<file path="config.mk">
export PLATFORM = sky130hd
export DESIGN_NAME = uart_rx_periph
export DESIGN_NICKNAME = d
export VERILOG_FILES = /design/src/rtl/uart_pkg.sv /design/src/rtl/uart_rx_fifo.sv /design/src/rtl/uart_rx_periph.sv
export SDC_FILE = /design/constraint.sdc
export NUM_CORES = 1
export LEC_CHECK = 0
export ABC_AREA = 0
export BUFFER_PORTS_ARGS = -buffer_cell sky130_fd_sc_hd__buf_2
export CAP_MARGIN = 20
export CORE_MARGIN = 2
export CORE_UTILIZATION = 54
export DETAILED_ROUTE_END_ITERATION = 8
export PLACE_DENSITY = 0.79
export SYNTH_ARGS = -nofsm -noshare
export SYNTH_HDL_FRONTEND = slang
export SYNTH_SLANG_ARGS = --single-unit
</file>
<file path="constraint.sdc">
create_clock -name sysclk -period 4.5 [get_ports sysclk]
set_input_delay 0.45 -clock sysclk [delete_from_list [all_inputs] [get_ports sysclk]]
set_output_delay 0.45 -clock sysclk [all_outputs]
set_load 0.01 [all_outputs]
</file>
<file path="src/rtl/uart_pkg.sv">
// uart_pkg: register map, CON bit positions and receiver FSM encoding
// shared by the UART receive peripheral and its bench.
package uart_pkg;
    localparam logic [31:0] RXD_ADDR = 32'h4000_001C;
    localparam logic [31:0] CON_ADDR = 32'h4000_0020;
    localparam int CON_IE    = 0;
    localparam int CON_AVAIL = 1;
    localparam int CON_OVR   = 2;
    localparam int CON_FERR  = 3;
    typedef enum logic [2:0] {S_IDLE, S_START, S_DATA, S_STOP, S_WAIT_HIGH} rx_state_t;
endpackage

</file>
<file path="src/rtl/uart_rx_fifo.sv">
// uart_rx_fifo: power-of-two receive FIFO; push on full is dropped unless a pop
// frees a slot in the same cycle, pop on empty is ignored.
module uart_rx_fifo #(
    parameter int DEPTH = 4,
    parameter int WIDTH = 8
) (
    input  logic             sysclk,
    input  logic             reset,
    input  logic             push,
    input  logic             pop,
    input  logic [WIDTH-1:0] din,
    output logic             full,
    output logic             empty,
    output logic [WIDTH-1:0] head
);
    localparam int AW = $clog2(DEPTH);

    logic [AW:0]      wp_q, wp_d, rp_q, rp_d;
    logic [WIDTH-1:0] mem_q [DEPTH];
    logic             do_push, do_pop;

    always_comb begin
        empty   = wp_q == rp_q;
        full    = wp_q == {~rp_q[AW], rp_q[AW-1:0]};
        do_pop  = pop & ~empty;
        do_push = push & (~full | do_pop);
        wp_d    = do_push ? wp_q + 1'b1 : wp_q;
        rp_d    = do_pop ? rp_q + 1'b1 : rp_q;
        head    = mem_q[rp_q[AW-1:0]];
    end

    always_ff @(posedge sysclk or negedge reset)
        if (!reset) begin
            wp_q <= '0;
            rp_q <= '0;
        end else begin
            wp_q <= wp_d;
            rp_q <= rp_d;
        end

    always_ff @(posedge sysclk)
        if (do_push) mem_q[wp_q[AW-1:0]] <= din;
endmodule

</file>
<file path="src/rtl/uart_rx_periph.sv">
// uart_rx_periph: 16x-oversampled UART receiver with RX FIFO, RXD/CON bus
// registers and a level interrupt on data available.
module uart_rx_periph
    import uart_pkg::*;
#(
    parameter int CLK_HZ     = 100000000,
    parameter int BAUD       = 9600,
    parameter int FIFO_DEPTH = 4
) (
    input  logic        sysclk,
    input  logic        reset,
    input  logic        rx,
    input  logic        rd_en,
    input  logic        wr_en,
    input  logic [31:0] addr,
    input  logic [31:0] wdata,
    output logic [31:0] rdata,
    output logic        irq
);
    localparam int DIV = CLK_HZ / (BAUD * 16);
    localparam int DW  = DIV > 1 ? $clog2(DIV) : 1;
    localparam logic [DW-1:0] DIV_LAST = DW'(DIV - 1);

    logic [1:0]    sync_q, sync_d, vld_q, vld_d;
    logic          prev_q, prev_d, rd_q, rd_d, ie_q, ie_d;
    logic          ovr_q, ovr_d, ferr_q, ferr_d, irq_q, irq_d;
    logic [DW-1:0] div_q, div_d;
    rx_state_t     state_q;
    logic [3:0]    tcnt_q;
    logic [2:0]    bcnt_q;
    logic [7:0]    sh_q, head;
    logic          rx_s, fall, tick, stop_smp, push, pop, full, empty, rd_hit, wr_con;
    logic [31:0]   con_w;
    logic          unused_ok;

    // prev only goes high once the sync chain holds real line samples, so a
    // line already low at reset release is not mistaken for a start bit.
    always_comb begin
        rx_s     = sync_q[1];
        fall     = prev_q & ~rx_s;
        tick     = div_q == DIV_LAST;
        stop_smp = state_q == S_STOP && tick && tcnt_q == 4'd15;
        push     = stop_smp & rx_s;
        rd_hit   = rd_en && addr == RXD_ADDR;
        pop      = rd_hit & ~rd_q;
        wr_con   = wr_en && addr == CON_ADDR;
        sync_d   = {sync_q[0], rx};
        vld_d    = {vld_q[0], 1'b1};
        prev_d   = rx_s & vld_q[1];
        div_d    = (tick || (state_q == S_IDLE && fall)) ? '0 : div_q + 1'b1;
        rd_d     = rd_hit;
        ie_d     = wr_con ? wdata[CON_IE] : ie_q;
        ovr_d    = (push & full & ~pop) | (ovr_q & ~(wr_con & wdata[CON_OVR]));
        ferr_d   = (stop_smp & ~rx_s) | (ferr_q & ~(wr_con & wdata[CON_FERR]));
        irq_d    = ie_q & ~empty;
        con_w    = '0;
        con_w[CON_IE]    = ie_q;
        con_w[CON_AVAIL] = ~empty;
        con_w[CON_OVR]   = ovr_q;
        con_w[CON_FERR]  = ferr_q;
        rdata = !rd_en ? '0 :
                addr == RXD_ADDR ? {24'd0, empty ? 8'd0 : head} :
                addr == CON_ADDR ? con_w : '0;
        unused_ok = ^{wdata[31:4], wdata[CON_AVAIL]};
    end

    assign irq = irq_q;

    always_ff @(posedge sysclk or negedge reset)
        if (!reset) begin
            sync_q <= '1;
            vld_q  <= '0;
            prev_q <= 1'b0;
            div_q  <= '0;
            rd_q   <= 1'b0;
            ie_q   <= 1'b0;
            ovr_q  <= 1'b0;
            ferr_q <= 1'b0;
            irq_q  <= 1'b0;
        end else begin
            sync_q <= sync_d;
            vld_q  <= vld_d;
            prev_q <= prev_d;
            div_q  <= div_d;
            rd_q   <= rd_d;
            ie_q   <= ie_d;
            ovr_q  <= ovr_d;
            ferr_q <= ferr_d;
            irq_q  <= irq_d;
        end

    always_ff @(posedge sysclk or negedge reset)
        if (!reset) begin
            state_q <= S_IDLE;
            tcnt_q  <= '0;
            bcnt_q  <= '0;
            sh_q    <= '0;
        end else begin
            case (state_q)
                S_IDLE: if (fall) begin
                    state_q <= S_START;
                    tcnt_q  <= '0;
                end
                S_START: if (tick) begin
                    tcnt_q <= tcnt_q + 1'b1;
                    if (tcnt_q == 4'd7) begin
                        tcnt_q  <= '0;
                        bcnt_q  <= '0;
                        state_q <= rx_s ? S_IDLE : S_DATA;
                    end
                end
                S_DATA: if (tick) begin
                    tcnt_q <= tcnt_q + 1'b1;
                    if (tcnt_q == 4'd15) begin
                        sh_q   <= {rx_s, sh_q[7:1]};
                        bcnt_q <= bcnt_q + 1'b1;
                        if (bcnt_q == 3'd7) state_q <= S_STOP;
                    end
                end
                S_STOP: if (tick) begin
                    tcnt_q <= tcnt_q + 1'b1;
                    if (tcnt_q == 4'd15) state_q <= rx_s ? S_IDLE : S_WAIT_HIGH;
                end
                S_WAIT_HIGH: if (rx_s) state_q <= S_IDLE;
                default: state_q <= S_IDLE;
            endcase
        end

    uart_rx_fifo #(.DEPTH(FIFO_DEPTH), .WIDTH(8)) u_fifo (
        .sysclk(sysclk),
        .reset (reset),
        .push  (push),
        .pop   (pop),
        .din   (sh_q),
        .full  (full),
        .empty (empty),
        .head  (head)
    );
endmodule

</file>
==> flow_summary.toml <==
[setup_path]
crit_arrival_ns = 2.22
rr_worst_depth = 5
required_ns = 4.05
end_kind = "output port"
rr_startpoint = "div_q[5]"
worstSetupPathType = "reg2out"
rrSetupSlack_ns = 2.02
r2r_end = "sh_q[0]"
worstPathMaxFanout = 11
critPathLaunchType = "flop"

[logic_synthesis]
avgSynthCellArea_sq_um = 12.8
yosysUniqueCellTypes = 53
synth_top_area_cell = "dfrtp_1"
synth_area_sq_um = 3710
netlist.area_leader.share = 0.283
synth_area_leaders = "dfrtp_1, edfxtp_1, buf_4"
ys.flop_type = "dfrtp_1"
ys_ff_latch = 76
async_reset_ff_frac = 0.579
yosysWarnings = 0
yosysSeqAreaShare = 0.556
synth-edff-count = 32
syn_inst = 289

[cts]
ctsHoldBuffers = 0
clk_pin_slew_ns = 0.08
cts_buffer_depth = 2
tritoncts = "built"
cts.sinks = 76
clock_latency_ns = 0.34
post-cts-setup-buffer-count = 0
cts_resized = 0
cts-root-buf = "clkbuf_8"
cts_buffers = 9
htree_num_levels = 3

[flow_run]
cap_violations = 0

[sta]
period_share = 0.593
fin_skew_ns = 0.00795
slew_viol_final = 0
finalHoldViolations = 0
layout_min_cycle_time_ns = 2.67
tightest_slew_ns = 0.622
setup_viol = 0
slew_headroom = 0.585
rsz0062_at_grt = "false"
clock.fmax_ghz = 0.375
tns_ns = 0

[final_layout]
diodes = 0
drive_gt1_frac = 0.282
fillers = 500
finalNonFillerCells = 424
syn2layout_area_growth_pct = 11.1
nNetsFinal = 418

[place]
hpwl_um = 4460
gp_congestion = 0.839
port_buffers = 48
dp_cells = 407

[floorplan]
die_w_um = 86.9
fp.dieH_um = 86.9
core-area_sq_um = 6720
num_rows = 30
pin_count = 102
die_area_sq_um = 7550
start_util = 0.552

[grt]
grt.total_usage = 0.173
grt_max_degree = 45
grt_pass1_wl_um = 9820
antenna_found_initial = 0
overflow = 0
grt_pass1_vias = 2142

[drt]
ant_nets = 0
dr_total_vias = 2279
wire_per_inst_um = 14.6
viasPerCell = 5.38
route.detailed.drc = 0
routed_wirelength_um = 6200
first_pass_iters = 4
drt_iter0_drc = 124

[min_path]
worstHoldPathType = "in2async"

[power_and_ir_drop]
combinationalPowerShare = 0.122
worst_ir_drop_vdd_uv = 195
p_leak_uw = 0.00187
power_density_nw_per_um2 = 369
p_seq_frac = 0.539
p_int_uw = 1130
pwr-share-clk = 0.338
sw_frac_of_total = 0.255
switchingPower_uw = 389

[run_status]
status = "complete, no violations"
## critical path: stages (launching register included)
cell	delay, ns
dfrtp_1	0.74
xnor2_1	0.16
nand3_1	0.20
and2_0	0.36
nand2_1	0.09
a21oi_1	0.17
buf_2	0.15
## state kept, by name, summed over array words and instances, names as in the netlist
name and count:
ovr_q 1, div_q 10, u_fifo.rp_q 3, rd_q 1, irq 1, vld_q 2
sync_q 2, u_fifo.wp_q 3, ie_q 1, bcnt_q 3, ferr_q 1, tcnt_q 4
state_q 3, prev_q 1, u_fifo.mem_q 32, sh_q 8
## logic make-up after synthesis
logic type                 after synthesis  synth area share
adders and majority gates               10            0.0337
xor gates and xnor gates                15            0.0354
AOI/OAI and AO/OA                       26            0.0465
DFF                                     76             0.556
buffers and inverters                   36            0.0678
and+or+nand+nor                        104             0.166
muxes                                   20            0.0920
other                                    2           0.00202
## power groups by stage
stage | clock (uW) | combinational [uW] | sequential [uW]
after floorplan | 0 | 169 | 812
after global routing | 558 | 215 | 830
after detailed placement | 0 | 186 | 834
after global placement | 0 | 175 | 833
after CTS | 527 | 186 | 821
final | 515 | 186 | 821
## how the worst max path moves through the flow
stage,startpoint,end
final,u_fifo.rp_q[0],rdata[2]
after global routing,u_fifo.rp_q[0],rdata[2]
after CTS,u_fifo.rp_q[0],rdata[2]
after detailed placement,addr[10],u_fifo.mem_q[0][5]
after global placement,div_q[5],sh_q[0]
after floorplan,addr[10],rdata[0]
## cells in the mapped netlist, drive strengths merged, types with 3 or more instances
master	n
xor2	4
nor2	19
dfrtp	42
buf	29
nor4b	3
and4	5
nor4	8
and2	10
nor2b	5
inv	3
and3	10
edfxtp	32
clkbuf	4
xnor2	11
nand3	12
ha	10
nand4	3
or2	4
nand2b	3
o21ai	5
nand2	15
mux4	8
mux2	12
a21oi	9
## through the flow
step           utilization  area (sq um)  setup slack, ns  power, uW  hold slack (ns)
2_1_floorplan            -          3800             2.41        981            0.154
3_3_place_gp         0.580          3900             2.05       1010            0.333
3_5_place_dp         0.580          3900             2.00       1020            0.339
4_1_cts              0.610          4100             1.77       1530            0.191
5_1_grt              0.613          4120             1.60       1600           0.0596
6_report             0.613          4120             1.83       1520           0.0382
## placed cells by master, fill, tap and decap left out, types with 10 or more instances in the layout
cell type | Yosys | routed
buf_2 | 2 | 48
clkbuf_8 | 0 | 11
conb_1 | 2 | 25
dfrtp_1 | 42 | 42
edfxtp_1 | 32 | 32
ha_1 | 10 | 10
nand2_1 | 15 | 15
nand3_1 | 11 | 11
nor2_1 | 18 | 18
xnor2_1 | 11 | 11
## area by class of cell
class                      count  area, sq um  area share
clock inverter                 4         48.8      0.0118
clock buffer                  12          155      0.0376
inverter                       3         11.3     0.00273
tap                           80          100      0.0243
multi-input combinational    200         1480       0.359
timing repair buffer          49          260      0.0631
sequential                    76         2060       0.501
## per-layer routing
metal / track usage / wire length [um] / up-vias
met4: 0.0710 / 70 / 0
li1: - / - / 1101
met5: 0 / 0 / -
met2: 0.284 / 3070 / 84
met3: 0.0455 / 404 / 5
met1: 0.218 / 2660 / 1089
(Power assumes the default switching activity.)
